<file path="config.mk">
export PLATFORM = sky130hd
export DESIGN_NAME = multicycle_control
export DESIGN_NICKNAME = d
export VERILOG_FILES = /design/src/rtl/mips_ctrl_pkg.sv /design/src/rtl/multicycle_control.sv
export SDC_FILE = /design/constraint.sdc
export NUM_CORES = 1
export LEC_CHECK = 0
export ABC_AREA = 1
export CAP_MARGIN = 15
export CORE_MARGIN = 5
export CORE_UTILIZATION = 41
export DETAILED_ROUTE_END_ITERATION = 10
export GPL_TIMING_DRIVEN = 0
export PLACE_DENSITY = 0.78
export SYNTH_ARGS = -nofsm -noshare
export SYNTH_HDL_FRONTEND = slang
export SYNTH_SLANG_ARGS = --single-unit
</file>
<file path="constraint.sdc">
create_clock -name clk -period 1.3 [get_ports clk]
set_input_delay 0.195 -clock clk [delete_from_list [all_inputs] [get_ports clk]]
set_output_delay 0.195 -clock clk [all_outputs]
set_load 0.1 [all_outputs]
</file>
<file path="src/rtl/mips_ctrl_pkg.sv">
// mips_ctrl_pkg: definitions shared by the multicycle MIPS control path.
//   state_t      - FSM state encoding (4-bit, legacy values kept explicit)
//   OP_*         - 6-bit primary opcodes (Instruccion[31:26])
//   ALU_*        - ALUOp codes handed to the ALU control block
package mips_ctrl_pkg;

  typedef enum logic [3:0] {
    ST_IDLE     = 4'd0,
    ST_FETCH    = 4'd1,
    ST_DECODE   = 4'd2,
    ST_MEMADR   = 4'd3,
    ST_MEMRD    = 4'd4,
    ST_MEMWB    = 4'd5,
    ST_MEMWR    = 4'd6,
    ST_RTYPE_EX = 4'd7,
    ST_RTYPE_WB = 4'd8,
    ST_BEQ_EX   = 4'd9,
    ST_ADDI_EX  = 4'd10,
    ST_ADDI_WB  = 4'd11,
    ST_J_EX     = 4'd12
  } state_t;

  localparam logic [5:0] OP_RTYPE = 6'b000000;
  localparam logic [5:0] OP_LW    = 6'b100011;
  localparam logic [5:0] OP_SW    = 6'b101011;
  localparam logic [5:0] OP_BEQ   = 6'b000100;
  localparam logic [5:0] OP_ADDI  = 6'b001000;
  localparam logic [5:0] OP_J     = 6'b000010;

  localparam logic [2:0] ALU_ADD   = 3'b000;
  localparam logic [2:0] ALU_SUB   = 3'b001;
  localparam logic [2:0] ALU_FUNCT = 3'b010;

endpackage

</file>
<file path="src/rtl/multicycle_control.sv">
// multicycle_control: Moore control FSM for a multicycle MIPS datapath.
// Ports:
//   clk, rst_n (async, active-low)
//   OP         - opcode from the instruction register, sampled in DECODE only
//   mem_ready  - memory access complete
//   PCWrite, PCWriteCond, IorD, MemRead, MemToWrite, IRWrite, MemToReg,
//   RegWrite, RegDst, ALUSrcA, ALUSrcB[1:0], ALUOp[2:0], PCSource[1:0]
//              - datapath strobes/selects decoded from the current state
//   instr_done - registered pulse after the last state of a legal instruction
//   illegal_op - registered pulse after DECODE saw an undefined opcode
module multicycle_control
  import mips_ctrl_pkg::*;
#(
  parameter int unsigned OP_W = 6
) (
  input  logic            clk,
  input  logic            rst_n,
  input  logic [OP_W-1:0] OP,
  input  logic            mem_ready,
  output logic            PCWrite,
  output logic            PCWriteCond,
  output logic            IorD,
  output logic            MemRead,
  output logic            MemToWrite,
  output logic            IRWrite,
  output logic            MemToReg,
  output logic            RegWrite,
  output logic            RegDst,
  output logic            ALUSrcA,
  output logic [1:0]      ALUSrcB,
  output logic [2:0]      ALUOp,
  output logic [1:0]      PCSource,
  output logic            instr_done,
  output logic            illegal_op
);

  localparam logic [OP_W-1:0] C_RTYPE = OP_W'(OP_RTYPE);
  localparam logic [OP_W-1:0] C_LW    = OP_W'(OP_LW);
  localparam logic [OP_W-1:0] C_SW    = OP_W'(OP_SW);
  localparam logic [OP_W-1:0] C_BEQ   = OP_W'(OP_BEQ);
  localparam logic [OP_W-1:0] C_ADDI  = OP_W'(OP_ADDI);
  localparam logic [OP_W-1:0] C_J     = OP_W'(OP_J);

  state_t state, state_nx;
  logic   is_sw;     // lw/sw choice captured in DECODE so MEMADR ignores OP
  logic   fin;       // current state completes a legal instruction
  logic   illegal;   // DECODE holds an undefined opcode

  always_ff @(posedge clk or negedge rst_n) begin
    if (!rst_n) begin
      state      <= ST_IDLE;
      is_sw      <= 1'b0;
      instr_done <= 1'b0;
      illegal_op <= 1'b0;
    end else begin
      state      <= state_nx;
      if (state == ST_DECODE)
        is_sw <= (OP == C_SW);
      instr_done <= fin;
      illegal_op <= illegal;
    end
  end

  always_comb begin
    state_nx    = state;
    fin         = 1'b0;
    illegal     = 1'b0;
    PCWrite     = 1'b0;
    PCWriteCond = 1'b0;
    IorD        = 1'b0;
    MemRead     = 1'b0;
    MemToWrite  = 1'b0;
    IRWrite     = 1'b0;
    MemToReg    = 1'b0;
    RegWrite    = 1'b0;
    RegDst      = 1'b0;
    ALUSrcA     = 1'b0;
    ALUSrcB     = '0;
    ALUOp       = ALU_ADD;
    PCSource    = '0;

    case (state)
      ST_IDLE: state_nx = ST_FETCH;

      ST_FETCH: begin
        MemRead = 1'b1;
        ALUSrcB = 2'b01;
        // IR and PC only latch once the fetch read has returned
        IRWrite = mem_ready;
        PCWrite = mem_ready;
        if (mem_ready)
          state_nx = ST_DECODE;
      end

      ST_DECODE: begin
        ALUSrcB = 2'b11;
        case (OP)
          C_LW, C_SW: state_nx = ST_MEMADR;
          C_RTYPE:    state_nx = ST_RTYPE_EX;
          C_BEQ:      state_nx = ST_BEQ_EX;
          C_ADDI:     state_nx = ST_ADDI_EX;
          C_J:        state_nx = ST_J_EX;
          default: begin
            state_nx = ST_FETCH;
            illegal  = 1'b1;
          end
        endcase
      end

      ST_MEMADR: begin
        ALUSrcA  = 1'b1;
        ALUSrcB  = 2'b10;
        state_nx = is_sw ? ST_MEMWR : ST_MEMRD;
      end

      ST_MEMRD: begin
        MemRead = 1'b1;
        IorD    = 1'b1;
        if (mem_ready)
          state_nx = ST_MEMWB;
      end

      ST_MEMWB: begin
        RegWrite = 1'b1;
        MemToReg = 1'b1;
        fin      = 1'b1;
        state_nx = ST_FETCH;
      end

      ST_MEMWR: begin
        MemToWrite = 1'b1;
        IorD       = 1'b1;
        if (mem_ready) begin
          fin      = 1'b1;
          state_nx = ST_FETCH;
        end
      end

      ST_RTYPE_EX: begin
        ALUSrcA  = 1'b1;
        ALUOp    = ALU_FUNCT;
        state_nx = ST_RTYPE_WB;
      end

      ST_RTYPE_WB: begin
        RegWrite = 1'b1;
        RegDst   = 1'b1;
        fin      = 1'b1;
        state_nx = ST_FETCH;
      end

      ST_BEQ_EX: begin
        ALUSrcA     = 1'b1;
        ALUOp       = ALU_SUB;
        PCWriteCond = 1'b1;
        PCSource    = 2'b01;
        fin         = 1'b1;
        state_nx    = ST_FETCH;
      end

      ST_ADDI_EX: begin
        ALUSrcA  = 1'b1;
        ALUSrcB  = 2'b10;
        state_nx = ST_ADDI_WB;
      end

      ST_ADDI_WB: begin
        RegWrite = 1'b1;
        fin      = 1'b1;
        state_nx = ST_FETCH;
      end

      ST_J_EX: begin
        PCWrite  = 1'b1;
        PCSource = 2'b10;
        fin      = 1'b1;
        state_nx = ST_FETCH;
      end

      default: state_nx = ST_IDLE;
    endcase
  end

endmodule

</file>
==> results of run 1 <==
cells in the final DEF (no fill, tap or decap), types with 5 or more instances in the layout:
master / synthesis / layout
sky130_fd_sc_hd__nand2_1: 27 / 20
sky130_fd_sc_hd__buf_12: 0 / 14
sky130_fd_sc_hd__nor2_4: 3 / 12
sky130_fd_sc_hd__buf_4: 3 / 11
sky130_fd_sc_hd__clkdlybuf4s50_1: 0 / 8
sky130_fd_sc_hd__nor2_1: 12 / 7
sky130_fd_sc_hd__inv_1: 12 / 7
sky130_fd_sc_hd__nand3_1: 9 / 7
sky130_fd_sc_hd__buf_6: 0 / 7
sky130_fd_sc_hd__inv_2: 9 / 6
sky130_fd_sc_hd__nand2_2: 2 / 6
sky130_fd_sc_hd__nand4_1: 5 / 5
how the worst min path moves through the flow:
stage / start / to / cells after the start
after floorplan: rst_n / illegal_op$_DFF_PN0_ / 0
after global placement: rst_n / is_sw$_DFFE_PN0P_ / 1
after detailed placement: rst_n / is_sw$_DFFE_PN0P_ / 1
after CTS: rst_n / is_sw$_DFFE_PN0P_ / 1
after global routing: rst_n / illegal_op$_DFF_PN0_ / 1
final: rst_n / illegal_op$_DFF_PN0_ / 1
worst register-to-register path, stage by stage, from the launching register on:
cell and delay (ns):
sky130_fd_sc_hd__dfrtp_2 0.49, sky130_fd_sc_hd__inv_2 0.12, sky130_fd_sc_hd__nor2_1 0.08, sky130_fd_sc_hd__nand2_1 0.16, sky130_fd_sc_hd__nand2_1 0.11, sky130_fd_sc_hd__a21oi_1 0.17
sky130_fd_sc_hd__nand2_1 0.10, sky130_fd_sc_hd__nand2_1 0.08, sky130_fd_sc_hd__nand2_1 0.06
layer usage:
layer	track usage (%)	vias to the layer above	wire, um	part of all wire, %
li1	-	411	-	-
met1	21.6	454	1110	34
met5	0	-	0	0
met4	8.30	0	167	5.1
met2	34.5	99	1700	52
met3	4.22	24	289	8.8
logic make-up (layout without fill, tap and decap cells):
logic type / Yosys count / after routing / share of synthesized area [%]
buf+inv: 24 / 69 / 15.8
compound gates: 8 / 8 / 7.99
flops: 7 / 7 / 27.3
other cells: 1 / 1 / 0.584
simple gates: 64 / 64 / 48.3
power by group:
part           switching (W)  internal [W]  leakage, nW
registers           0.000135      0.000304       0.0868
clock network      0.0000996      0.000113       0.0177
logic                0.00216       0.00100        0.543
total                0.00239       0.00142        0.647
sequential cells by signal, summed over array words and instances, names as in the netlist:
register,cells
state,4
instr_done,1
is_sw,1
illegal_op,1
area by class of cell:
type	instances	area (um2)	area share, %
flip-flops and latches	7	180	12.8
well taps	16	20.0	1.42
repair buffers	41	532	37.7
clock buffers	3	22.5	1.60
inverters	21	104	7.37
plain buffers	3	30.0	2.13
clock inverters	1	5.00	0.355
multi-input cells	73	515	36.6
metrics by stage:
step           setup TNS [ns]  instance area (um2)  total power [W]
3_5_place_dp           -16.44                 1050          0.00282
6_report                -6.19                 1410          0.00381
4_1_cts                 -4.57                 1330          0.00353
5_1_grt                 -7.22                 1410          0.00394
3_3_place_gp           -16.14                 1050          0.00280
2_1_floorplan           -3.56                  768          0.00237
repair_timing:
action | 4_1_cts | 5_1_grt
endpoints found under the setup margin | 21 | 20
setup buffers | 9 | 6
pin swaps | 7 | 9
gates resized for setup | 167 | 10
==> impl_results.html, run 1 <==
<table>
<tr><th>Metric</th><th>Value</th></tr>
<tr><th colspan="2">Global routing</th></tr>
<tr><td>Overflow after GRT</td><td>0</td></tr>
<tr><td>Via count of the first global-routing pass</td><td>around 810</td></tr>
<tr><td>Combined global-route utilization of all metal layers</td><td>19.4%</td></tr>
<tr><td>Maximum number of pins on one net before global-route repair</td><td>8</td></tr>
<tr><td>Global-route wire length before repair</td><td>between 3 and 4 mm</td></tr>
<tr><td>Number of antenna violations at the first check in global routing</td><td>0</td></tr>
<tr><th colspan="2">Route</th></tr>
<tr><td>Per-cell routed wire length</td><td>19.8 um</td></tr>
<tr><td>Vias per Instance</td><td>around 6</td></tr>
<tr><td>Post-DRT Antenna Nets</td><td>0</td></tr>
<tr><td>Via count of the routed design</td><td>988</td></tr>
<tr><td>First DRT Iteration DRCs</td><td>a little over 60</td></tr>
<tr><td>DRC violation count after routing</td><td>0</td></tr>
<tr><td>First-pass DRT Iterations</td><td>4</td></tr>
<tr><td>Total routed wirelength</td><td>3.27 mm</td></tr>
<tr><th colspan="2">Clock tree</th></tr>
<tr><td>H-tree lvl count</td><td>1</td></tr>
<tr><td>Clock transition at the registers of the reported paths</td><td>around 0.060 ns</td></tr>
<tr><td>Number of buffers inserted during clock tree synthesis</td><td>3</td></tr>
<tr><td>Number of clock sinks seen by CTS</td><td>7</td></tr>
<tr><td>CTS tree</td><td>yes</td></tr>
<tr><td>Total of hold buffers inserted after clock tree synthesis</td><td>0</td></tr>
<tr><td>Worst-case clock buffer depth</td><td>2</td></tr>
<tr><td>Source-to-sink clock delay at the later pin of the worst-skew pair</td><td>0.27 ns</td></tr>
<tr><td>Cell at the root of the clock tree</td><td>sky130_fd_sc_hd__clkbuf_4</td></tr>
<tr><th colspan="2">Setup path</th></tr>
<tr><td>Number of gates on the worst path with buffers counted</td><td>7</td></tr>
<tr><td>Worst path arrival time</td><td>between 1.5 and 2 ns</td></tr>
<tr><td>Reg2reg path depth</td><td>8</td></tr>
<tr><td>CP Max Fanout</td><td>6</td></tr>
<tr><td>Cell type group with the largest total delay on the critical path</td><td>flip-flops</td></tr>
<tr><td>Cells along the critical path</td><td>inv_4 -&gt; nor2_4 -&gt; inv_2 -&gt; nor2_4 -&gt; inv_2 -&gt; nand3_4 -&gt; buf_12</td></tr>
<tr><td>Capture point of the worst path</td><td>ALUSrcA</td></tr>
<tr><td>Reg-to-reg critical path startpoint</td><td>state[1]$_DFFE_PN0P_</td></tr>
<tr><td>Slowest CP cell</td><td>sky130_fd_sc_hd__dfrtp_2</td></tr>
<tr><td>Endpoint required time on the critical path</td><td>around 1.1 ns</td></tr>
<tr><td>Crit path launch type</td><td>flip-flop</td></tr>
<tr><td>Critical R2R Capture</td><td>state[1]$_DFFE_PN0P_</td></tr>
<tr><td>Type of element capturing the critical path</td><td>output port</td></tr>
<tr><td>Setup slack, reg-to-reg</td><td>-0.18 ns</td></tr>
<tr><td>WS Path Type</td><td>flip-flop to output port</td></tr>
<tr><td>Crit path buf inv count</td><td>4</td></tr>
<tr><td>Stage delay of the slowest cell on the critical path</td><td>0.47 ns</td></tr>
<tr><td>Launch point of the critical path</td><td>state[0]$_DFFE_PN0P_</td></tr>
<tr><th colspan="2">Final layout</th></tr>
<tr><td>Cell Count, Final, Fillers Out</td><td>~170</td></tr>
<tr><td>Filler instances</td><td>between 40 and 50</td></tr>
<tr><td>Number of antenna diodes</td><td>0</td></tr>
<tr><td>Growth of design area from synthesis to finish</td><td>119%</td></tr>
<tr><td>Fraction of final layout cells with drive strength greater than 1</td><td>roughly three fifths</td></tr>
<tr><td>Final core area utilization</td><td>between 90 and 100%</td></tr>
<tr><td>Number of nets at the end of the flow</td><td>159</td></tr>
<tr><th colspan="2">Placement</th></tr>
<tr><td>Estimated wirelength of the detail-placed design</td><td>~1.5 mm</td></tr>
<tr><td>Placer congestion estimate</td><td>slightly above 0.8</td></tr>
<tr><td>Count of input and output buffers</td><td>26</td></tr>
<tr><td>Placed cell count</td><td>146</td></tr>
<tr><td>Pre-CTS worst setup slack</td><td>-1.06 ns</td></tr>
<tr><th colspan="2">Logic synthesis</th></tr>
<tr><td>FF+latch count, synth</td><td>7</td></tr>
<tr><td>Yosys cell types</td><td>17</td></tr>
<tr><td>Synthesized netlist cell count</td><td>roughly 100</td></tr>
<tr><td>Most numerous cell in the Yosys netlist</td><td>sky130_fd_sc_hd__nand2_1</td></tr>
<tr><td>Area leader, netlist</td><td>sky130_fd_sc_hd__dfrtp_1</td></tr>
<tr><td>Share of the synthesized area in the top cell type</td><td>about 27%</td></tr>
<tr><td>Top post-synthesis cells by count</td><td>sky130_fd_sc_hd__nand2_1 (27), sky130_fd_sc_hd__inv_1 (12), sky130_fd_sc_hd__nor2_1 (12)</td></tr>
<tr><td>Sequential area share after synthesis</td><td>between 20% and 30%</td></tr>
<tr><td>Total standard cell area after synthesis</td><td>approximately 640 um2</td></tr>
<tr><td>Synthesized netlist net count</td><td>around 110</td></tr>
<tr><td>Fraction of synthesis flops using an asynchronous set or reset pin</td><td>between 90% and 100%</td></tr>
<tr><td>Ys Warns</td><td>0</td></tr>
<tr><td>Largest cells by area after synthesis</td><td>sky130_fd_sc_hd__dfrtp_1 (27%), sky130_fd_sc_hd__nand2_1 (16%), sky130_fd_sc_hd__nand3_1 (7.0%)</td></tr>
<tr><td>EDFF count, synth</td><td>0</td></tr>
<tr><td>Main synth FF type</td><td>sky130_fd_sc_hd__dfrtp_1</td></tr>
<tr><td>Average size of a mapped cell</td><td>around 6.2 um2</td></tr>
<tr><th colspan="2">Pwr</th></tr>
<tr><td>Power density over the cells</td><td>between 2000 and 3000 nW/um2</td></tr>
<tr><td>Peak supply drop</td><td>between 2000 and 2500 uV</td></tr>
<tr><td>Leakage power</td><td>roughly 0.65 nW</td></tr>
<tr><th colspan="2">Timing</th></tr>
<tr><td>Max Freq</td><td>roughly 0.57 GHz</td></tr>
<tr><td>Final period demand of the worst path</td><td>~1.8 ns</td></tr>
<tr><td>Post-Route Hold Slack</td><td>between 0.15 and 0.2 ns</td></tr>
<tr><td>Final setup viols</td><td>20</td></tr>
<tr><td>Worst clock skew on the final layout</td><td>approximately 0.0095 ns</td></tr>
<tr><td>Share of the clock period used by the worst path</td><td>135%</td></tr>
<tr><td>Total count of max-transition violations in the final report</td><td>0</td></tr>
<tr><td>Final count of hold timing violations</td><td>0</td></tr>
<tr><td>Smallest setup slack after layout</td><td>-0.452 ns</td></tr>
<tr><td>Setup repair after global routing missed its margin</td><td>true</td></tr>
<tr><th colspan="2">Die</th></tr>
<tr><td>Chip Width</td><td>between 40 and 50 um</td></tr>
<tr><td>Die area</td><td>2460 um2</td></tr>
<tr><td>I/O pin count</td><td>28</td></tr>
<tr><td>Placement row count</td><td>14</td></tr>
<tr><td>Core area</td><td>between 1000 and 1500 um2</td></tr>
<tr><td>Die height</td><td>around 50 um</td></tr>
<tr><td>Initial Util</td><td>between 40% and 50%</td></tr>
<tr><th colspan="2">Job</th></tr>
<tr><td>Maximum Capacitance Violations</td><td>0</td></tr>
<tr><th colspan="2">Min path</th></tr>
<tr><td>Tightest Hold Check Type</td><td>input port to asynchronous set/reset pin</td></tr>
<tr><th colspan="2">Run status</th></tr>
<tr><td>Outcome</td><td>complete, but fails checks</td></tr>
<tr><td>Violated checks</td><td>setup timing</td></tr>
</table>
Note: power is estimated with default switching activity, not from simulation.
==> run 2, diff against run 1 <==
Settings changed: MAX_ROUTING_LAYER set to met4, SKIP_CTS_REPAIR_TIMING set to 1.
==> run 2 against run 1 <==
Against the previous run: the run still ends with setup timing left; final cell count decreased by 6.1%; clock power is 4% lower; utilization decreased by 8.4 points; power fell by 6.8%; global-route usage decreased by 4.6 points; combinational power down 7.3%; die area stayed put; hold slack improved by 0.0058 ns; critical path depth shrank 2; largest power group unchanged; sequential share of layout area grew 1.2 points; clock skew fell by 0.0041 ns; critical path type unchanged.
==> impl_results.html, run 2 (synthesis gave the netlist of run 1 again) <==
<table>
<tr><th>Metric</th><th>Value</th></tr>
<tr><th colspan="2">Timing</th></tr>
<tr><td>Final period demand of the worst path</td><td>1.78 ns (was 1.75 ns)</td></tr>
<tr><td>Setup repair after global routing missed its margin</td><td>true (unchanged)</td></tr>
<tr><td>Worst clock skew on the final layout</td><td>0.00543 ns (was 0.00951 ns)</td></tr>
<tr><td>Share of the clock period used by the worst path</td><td>137% (was 135%)</td></tr>
<tr><td>Final count of hold timing violations</td><td>0 (unchanged)</td></tr>
<tr><td>Final setup viols</td><td>17 (was 20)</td></tr>
<tr><td>Max Freq</td><td>0.562 GHz (was 0.571 GHz)</td></tr>
<tr><td>Worst max-slew margin expressed relative to the limit</td><td>between 60% and 70%</td></tr>
<tr><td>Post-Route Hold Slack</td><td>0.202 ns (was 0.196 ns)</td></tr>
<tr><td>Smallest setup slack after layout</td><td>-0.479 ns (was -0.452 ns)</td></tr>
<tr><td>Total count of max-transition violations in the final report</td><td>0 (unchanged)</td></tr>
<tr><td>Transition time at the pin with the least slew margin</td><td>~0.54 ns</td></tr>
<tr><th colspan="2">Route</th></tr>
<tr><td>Via count of the routed design</td><td>812 (was 988)</td></tr>
<tr><td>First DRT Iteration DRCs</td><td>28 (was 62)</td></tr>
<tr><td>DRC violation count after routing</td><td>0 (unchanged)</td></tr>
<tr><td>Post-DRT Antenna Nets</td><td>0 (unchanged)</td></tr>
<tr><td>Vias per Instance</td><td>5.24 (was 5.99)</td></tr>
<tr><td>Total routed wirelength</td><td>2.06 mm (was 3.27 mm)</td></tr>
<tr><td>Per-cell routed wire length</td><td>13.3 um (was 19.8 um)</td></tr>
<tr><td>First-pass DRT Iterations</td><td>4 (unchanged)</td></tr>
<tr><th colspan="2">Placement</th></tr>
<tr><td>Count of input and output buffers</td><td>26 (unchanged)</td></tr>
<tr><td>Estimated wirelength of the detail-placed design</td><td>1.45 mm (unchanged)</td></tr>
<tr><td>Placer congestion estimate</td><td>0.834 (was 0.821)</td></tr>
<tr><th colspan="2">Clock tree</th></tr>
<tr><td>Clock transition at the registers of the reported paths</td><td>0.06 ns (about the same)</td></tr>
<tr><td>CTS tree</td><td>yes (unchanged)</td></tr>
<tr><td>H-tree lvl count</td><td>1 (unchanged)</td></tr>
<tr><td>Worst-case clock buffer depth</td><td>2 (unchanged)</td></tr>
<tr><td>Cell at the root of the clock tree</td><td>sky130_fd_sc_hd__clkbuf_4 (unchanged)</td></tr>
<tr><td>Number of clock sinks seen by CTS</td><td>7 (unchanged)</td></tr>
<tr><td>Source-to-sink clock delay at the later pin of the worst-skew pair</td><td>0.26 ns (was 0.27 ns)</td></tr>
<tr><td>Number of buffers inserted during clock tree synthesis</td><td>3 (unchanged)</td></tr>
<tr><th colspan="2">Pwr</th></tr>
<tr><td>Power density over the cells</td><td>2770 nW/um2 (was 2710 nW/um2)</td></tr>
<tr><td>Peak supply drop</td><td>2300 uV (was 2190 uV)</td></tr>
<tr><td>Leakage power</td><td>0.587 nW (was 0.647 nW)</td></tr>
<tr><th colspan="2">Setup path</th></tr>
<tr><td>CP Max Fanout</td><td>6 (unchanged)</td></tr>
<tr><td>Endpoint required time on the critical path</td><td>1.11 ns (about the same)</td></tr>
<tr><td>Crit path launch type</td><td>flip-flop (unchanged)</td></tr>
<tr><td>Worst path arrival time</td><td>1.58 ns (was 1.56 ns)</td></tr>
<tr><td>WS Path Type</td><td>flip-flop to output port (unchanged)</td></tr>
<tr><td>Type of element capturing the critical path</td><td>output port (unchanged)</td></tr>
<tr><th colspan="2">Final layout</th></tr>
<tr><td>Highest-count cells in the layout ignoring fill and taps</td><td>sky130_fd_sc_hd__nand2_1 (20), sky130_fd_sc_hd__buf_12 (12), sky130_fd_sc_hd__nor2_4 (10) (was sky130_fd_sc_hd__nand2_1 (20), sky130_fd_sc_hd__buf_12 (14), sky130_fd_sc_hd__nor2_4 (12))</td></tr>
<tr><td>Number of antenna diodes</td><td>0 (unchanged)</td></tr>
<tr><td>Max FFs per register</td><td>4 (unchanged)</td></tr>
<tr><td>Final core area utilization</td><td>86.2% (was 94.6%)</td></tr>
<tr><td>Number of nets at the end of the flow</td><td>149 (was 159)</td></tr>
<tr><td>Growth of design area from synthesis to finish</td><td>100% (was 119%)</td></tr>
<tr><td>Filler instances</td><td>91 (was 42)</td></tr>
<tr><td>Leading cell type in the layout, fill and taps excluded</td><td>sky130_fd_sc_hd__nand2_1 (unchanged)</td></tr>
<tr><td>Reg with most FFs</td><td>state (unchanged)</td></tr>
<tr><td>Fraction of final layout cells with drive strength greater than 1</td><td>57.6% (was 59.1%)</td></tr>
<tr><th colspan="2">Die</th></tr>
<tr><td>I/O pin count</td><td>28 (unchanged)</td></tr>
<tr><td>Placement row count</td><td>14 (unchanged)</td></tr>
<tr><td>Chip Width</td><td>49.6 um (unchanged)</td></tr>
<tr><td>Die height</td><td>49.6 um (unchanged)</td></tr>
<tr><td>Initial Util</td><td>43.1% (unchanged)</td></tr>
<tr><td>Core area</td><td>1490 um2 (unchanged)</td></tr>
<tr><td>Die area</td><td>2460 um2 (unchanged)</td></tr>
<tr><th colspan="2">Global routing</th></tr>
<tr><td>Number of antenna violations at the first check in global routing</td><td>0 (unchanged)</td></tr>
<tr><td>Via count of the first global-routing pass</td><td>679 (was 808)</td></tr>
<tr><td>Combined global-route utilization of all metal layers</td><td>14.8% (was 19.4%)</td></tr>
<tr><td>Maximum number of pins on one net before global-route repair</td><td>8 (unchanged)</td></tr>
<tr><td>Global-route wire length before repair</td><td>2.89 mm (was 3.75 mm)</td></tr>
<tr><td>Overflow after GRT</td><td>0 (unchanged)</td></tr>
<tr><th colspan="2">Job</th></tr>
<tr><td>Maximum Capacitance Violations</td><td>0 (unchanged)</td></tr>
<tr><th colspan="2">Min path</th></tr>
<tr><td>Tightest Hold Check Type</td><td>input port to asynchronous set/reset pin (unchanged)</td></tr>
<tr><th colspan="2">Run status</th></tr>
<tr><td>Violated checks</td><td>setup timing (unchanged)</td></tr>
<tr><td>Outcome</td><td>complete, but fails checks (unchanged)</td></tr>
</table>
run 2: worst paths after layout:
path | from | slack (ns) | cells after the start | end
worst max-delay path | state[0]$_DFFE_PN0P_ | -0.48 | 5 | ALUSrcA
worst min-delay path | rst_n | 0.20 | 1 | is_sw$_DFFE_PN0P_
worst max register to register | state[0]$_DFFE_PN0P_ | -0.03 | 6 | state[2]$_DFFE_PN0P_
worst min register to register | is_sw$_DFFE_PN0P_ | 0.54 | 2 | is_sw$_DFFE_PN0P_
max in group asynchronous | rst_n | 0.82 | 1 | state[1]$_DFFE_PN0P_
min in group clk | is_sw$_DFFE_PN0P_ | 0.54 | 2 | is_sw$_DFFE_PN0P_
run 2: per-layer routing:
layer  up-vias  part of all wire (%)  GRT usage [%]  wire, um
met5         -                     0              -         0
li1        390                     -              -         -
met4         0                   2.0           3.93        41
met3         9                   5.2           2.71       108
met2        28                    57           25.2      1180
met1       385                    36           17.8       735
run 2: stage by stage:
| stage | total power, W | setup slack [ns] | TNS [ns] | instance area [um2] | cells |
|---|---|---|---|---|---|
| 2_1_floorplan | 0.00237 | -0.498 | -3.56 | 768 | 104 |
| 3_3_place_gp | 0.00280 | -1.06 | -16.14 | 1050 | 146 |
| 3_5_place_dp | 0.00282 | -1.06 | -16.44 | 1050 | 146 |
| 4_1_cts | 0.00303 | -1.35 | -21.44 | 1080 | 150 |
| 5_1_grt | 0.00372 | -0.553 | -6.16 | 1280 | 155 |
| 6_report | 0.00355 | -0.479 | -4.95 | 1280 | 155 |
run 2: area by class of cell:
class                      instances  area, um2  area share [%]
tap                               16       20.0            1.56
buffer                             3       30.0            2.34
clock buffer                       3       22.5            1.75
timing repair buffer              31        420            32.7
multi-input combinational         73        504            39.3
inverter                          21        101            7.89
clock inverter                     1       5.00           0.390
sequential                         7        180            14.0
run 2: power by group:
| part | switching [W] | internal (W) |
|---|---|---|
| Clock | 0.0000916 | 0.000113 |
| Combinational | 0.00201 | 0.000915 |
| Sequential | 0.000118 | 0.000304 |
run 2: critical path: stages (launching register included):
cell	delay [ns]
sky130_fd_sc_hd__dfrtp_2	0.45
sky130_fd_sc_hd__nand2_1	0.20
sky130_fd_sc_hd__nor2_1	0.26
sky130_fd_sc_hd__inv_1	0.14
sky130_fd_sc_hd__nand3_4	0.10
sky130_fd_sc_hd__buf_12	0.17
==> run 3, diff against run 2 <==
Settings changed: CORE_AREA set to 5 5 42 44, CORE_MARGIN 5 to not set, CORE_UTILIZATION 41 to not set, DIE_AREA set to 0 0 47 49, DONT_BUFFER_PORTS set to 1, PLACE_DENSITY 0.78 to not set.
==> run 3 against run 2 <==
Against the previous run: the flow still finishes with violations (setup timing); global-route usage increased by 1.3 points; die area decreased by 6.3%; clock skew decreased by 0.0038 ns; non-clock buffer count decreased by 21.
==> impl_results.html, run 3 (synthesis gave the netlist of run 1 again) <==
<table>
<tr><th>Metric</th><th>Value</th></tr>
<tr><th colspan="2">Job</th></tr>
<tr><td>Maximum Capacitance Violations</td><td>0 (unchanged)</td></tr>
<tr><th colspan="2">Global routing</th></tr>
<tr><td>Maximum number of pins on one net before global-route repair</td><td>8 (unchanged)</td></tr>
<tr><td>Global-route wire length before repair</td><td>2.70 mm (was 2.89 mm)</td></tr>
<tr><td>Combined global-route utilization of all metal layers</td><td>16.1% (was 14.8%)</td></tr>
<tr><td>Overflow after GRT</td><td>0 (unchanged)</td></tr>
<tr><td>Number of antenna violations at the first check in global routing</td><td>0 (unchanged)</td></tr>
<tr><td>Via count of the first global-routing pass</td><td>607 (was 679)</td></tr>
<tr><th colspan="2">Final layout</th></tr>
<tr><td>Growth of design area from synthesis to finish</td><td>49.1% (was 100%)</td></tr>
<tr><td>Fraction of final layout cells with drive strength greater than 1</td><td>51.7% (was 57.6%)</td></tr>
<tr><td>Max FFs per register</td><td>4 (unchanged)</td></tr>
<tr><td>Number of nets at the end of the flow</td><td>128 (was 149)</td></tr>
<tr><td>Leading cell type in the layout, fill and taps excluded</td><td>sky130_fd_sc_hd__nand2_1 (unchanged)</td></tr>
<tr><td>Final std cell area, no fill</td><td>957 um2 (was 1280 um2)</td></tr>
<tr><td>Reg with most FFs</td><td>state (unchanged)</td></tr>
<tr><td>Highest-count cells in the layout ignoring fill and taps</td><td>sky130_fd_sc_hd__nand2_1 (22), sky130_fd_sc_hd__nor2_4 (10), sky130_fd_sc_hd__nand3_1 (8), sky130_fd_sc_hd__inv_1 (8), sky130_fd_sc_hd__buf_4 (8) (was sky130_fd_sc_hd__nand2_1 (20), sky130_fd_sc_hd__buf_12 (12), sky130_fd_sc_hd__nor2_4 (10))</td></tr>
<tr><td>Number of antenna diodes</td><td>0 (unchanged)</td></tr>
<tr><th colspan="2">Min path</th></tr>
<tr><td>Tightest Hold Check Type</td><td>input port to flip-flop (was input port to asynchronous set/reset pin)</td></tr>
<tr><th colspan="2">Timing</th></tr>
<tr><td>Post-route setup TNS</td><td>-10.45 ns (was -4.95 ns)</td></tr>
<tr><td>Share of the clock period used by the worst path</td><td>162% (was 137%)</td></tr>
<tr><td>Final period demand of the worst path</td><td>2.11 ns (was 1.78 ns)</td></tr>
<tr><td>Transition time at the pin with the least slew margin</td><td>0.701 ns (was 0.544 ns)</td></tr>
<tr><td>Worst max-slew margin expressed relative to the limit</td><td>53.1% (was 63.9%)</td></tr>
<tr><td>Total count of max-transition violations in the final report</td><td>0 (unchanged)</td></tr>
<tr><td>Final setup viols</td><td>21 (was 17)</td></tr>
<tr><td>Setup repair after global routing missed its margin</td><td>true (unchanged)</td></tr>
<tr><td>Worst clock skew on the final layout</td><td>0.00167 ns (was 0.00543 ns)</td></tr>
<tr><td>Max Freq</td><td>0.474 GHz (was 0.562 GHz)</td></tr>
<tr><td>Final count of hold timing violations</td><td>0 (unchanged)</td></tr>
<tr><td>Smallest setup slack after layout</td><td>-0.808 ns (was -0.479 ns)</td></tr>
<tr><th colspan="2">Run status</th></tr>
<tr><td>Violated checks</td><td>setup timing (unchanged)</td></tr>
<tr><td>Outcome</td><td>complete, but fails checks (unchanged)</td></tr>
<tr><th colspan="2">Die</th></tr>
<tr><td>Core area</td><td>1400 um2 (was 1490 um2)</td></tr>
<tr><td>Chip Width</td><td>47 um (was 49.6 um)</td></tr>
<tr><td>Die area</td><td>2300 um2 (was 2460 um2)</td></tr>
<tr><td>Initial Util</td><td>45.8% (was 43.1%)</td></tr>
<tr><td>Placement row count</td><td>14 (unchanged)</td></tr>
<tr><td>Die height</td><td>49 um (was 49.6 um)</td></tr>
<tr><td>I/O pin count</td><td>28 (unchanged)</td></tr>
<tr><th colspan="2">Clock tree</th></tr>
<tr><td>Cell at the root of the clock tree</td><td>sky130_fd_sc_hd__clkbuf_4 (unchanged)</td></tr>
<tr><td>Number of buffers inserted during clock tree synthesis</td><td>3 (unchanged)</td></tr>
<tr><td>Clock transition at the registers of the reported paths</td><td>0.05 ns (was 0.06 ns)</td></tr>
<tr><td>Number of clock sinks seen by CTS</td><td>7 (unchanged)</td></tr>
<tr><td>H-tree lvl count</td><td>1 (unchanged)</td></tr>
<tr><td>Source-to-sink clock delay at the later pin of the worst-skew pair</td><td>0.25 ns (was 0.26 ns)</td></tr>
<tr><td>CTS tree</td><td>yes (unchanged)</td></tr>
<tr><td>Worst-case clock buffer depth</td><td>2 (unchanged)</td></tr>
<tr><th colspan="2">Setup path</th></tr>
<tr><td>Crit path launch type</td><td>flip-flop (unchanged)</td></tr>
<tr><td>Endpoint required time on the critical path</td><td>1.11 ns (about the same)</td></tr>
<tr><td>CP Max Fanout</td><td>5 (was 6)</td></tr>
<tr><td>Type of element capturing the critical path</td><td>output port (unchanged)</td></tr>
<tr><td>WS Path Type</td><td>flip-flop to output port (unchanged)</td></tr>
<tr><td>Worst path arrival time</td><td>1.91 ns (was 1.58 ns)</td></tr>
<tr><th colspan="2">Route</th></tr>
<tr><td>Per-cell routed wire length</td><td>12.5 um (was 13.3 um)</td></tr>
<tr><td>Total routed wirelength</td><td>1.68 mm (was 2.06 mm)</td></tr>
<tr><td>First DRT Iteration DRCs</td><td>7 (was 28)</td></tr>
<tr><td>Via count of the routed design</td><td>682 (was 812)</td></tr>
<tr><td>Post-DRT Antenna Nets</td><td>0 (unchanged)</td></tr>
<tr><td>DRC violation count after routing</td><td>0 (unchanged)</td></tr>
<tr><td>First-pass DRT Iterations</td><td>4 (unchanged)</td></tr>
<tr><td>Vias per Instance</td><td>5.09 (was 5.24)</td></tr>
<tr><th colspan="2">Placement</th></tr>
<tr><td>Placer congestion estimate</td><td>0.852 (was 0.834)</td></tr>
<tr><td>Estimated wirelength of the detail-placed design</td><td>1.35 mm (was 1.45 mm)</td></tr>
<tr><td>Count of input and output buffers</td><td>0 (was 26)</td></tr>
<tr><td>Placed Instance Area</td><td>788 um2 (was 1050 um2)</td></tr>
</table>
## run 3: cell count changes in the layout (fill, tap and decap cells not counted), moves of 2 or more
cell and change:
sky130_fd_sc_hd__a21oi_2 -2, sky130_fd_sc_hd__buf_12 -12, sky130_fd_sc_hd__buf_4 +2, sky130_fd_sc_hd__buf_8 -2
sky130_fd_sc_hd__clkbuf_2 -2, sky130_fd_sc_hd__clkdlybuf4s50_1 -8, sky130_fd_sc_hd__dfrtp_1 -2, sky130_fd_sc_hd__dfrtp_2 +2
sky130_fd_sc_hd__nand2_1 +2, sky130_fd_sc_hd__nand2_2 -4
## run 3: through the flow
stage	cells	utilization, %	hold WS, ns	worst slack, ns
2_1_floorplan	104	-	-0.101	-0.498
3_3_place_gp	120	56.3	-0.100	-0.612
3_5_place_dp	120	56.3	-0.100	-0.617
4_1_cts	124	58.1	-0.371	-0.900
5_1_grt	134	68.3	0.0815	-0.891
6_report	134	68.3	0.0684	-0.808
## run 3: final timing paths
kind | from | to | slack [ns] | cells past startpoint
hold reg to reg | is_sw$_DFFE_PN0P_ | is_sw$_DFFE_PN0P_ | 0.52 | 2
min in group asynchronous | rst_n | state[0]$_DFFE_PN0P_ | 0.29 | 1
max in group asynchronous | rst_n | instr_done$_DFF_PN0_ | 0.73 | 1
setup reg to reg | state[3]$_DFFE_PN0P_ | state[2]$_DFFE_PN0P_ | -0.49 | 8
setup / recovery | state[2]$_DFFE_PN0P_ | ALUSrcA | -0.81 | 5
hold / removal | mem_ready | instr_done$_DFF_PN0_ | 0.07 | 2
## run 3: per-layer routing
metal  vias up  part of all wire, %  GRT usage, %
li1        348                    -             -
met1       305                   39          19.8
met2        22                   52          25.1
met4         0                  2.5          6.91
met5         -                    0             -
met3         7                  7.0          2.58
## run 3: critical path: stages, from the launching register on
cell                      delay [ns]
sky130_fd_sc_hd__dfrtp_2        0.45
sky130_fd_sc_hd__nor2_4         0.14
sky130_fd_sc_hd__inv_2          0.08
sky130_fd_sc_hd__nor2_4         0.57
sky130_fd_sc_hd__inv_2          0.12
sky130_fd_sc_hd__nand3_4        0.30
## run 3: area by class of cell
type	instances	area, um2
well taps	16	20.0
inverters	21	98.8
multi-input cells	73	514
fillers	124	444
plain buffers	3	30.0
flip-flops and latches	7	183
repair buffers	10	85.1
clock buffers	4	26.3
Power of run 3 is left out: the tool's default activity adds up to more than one toggle a clock period on the data nets, which glitch-free logic cannot reach.
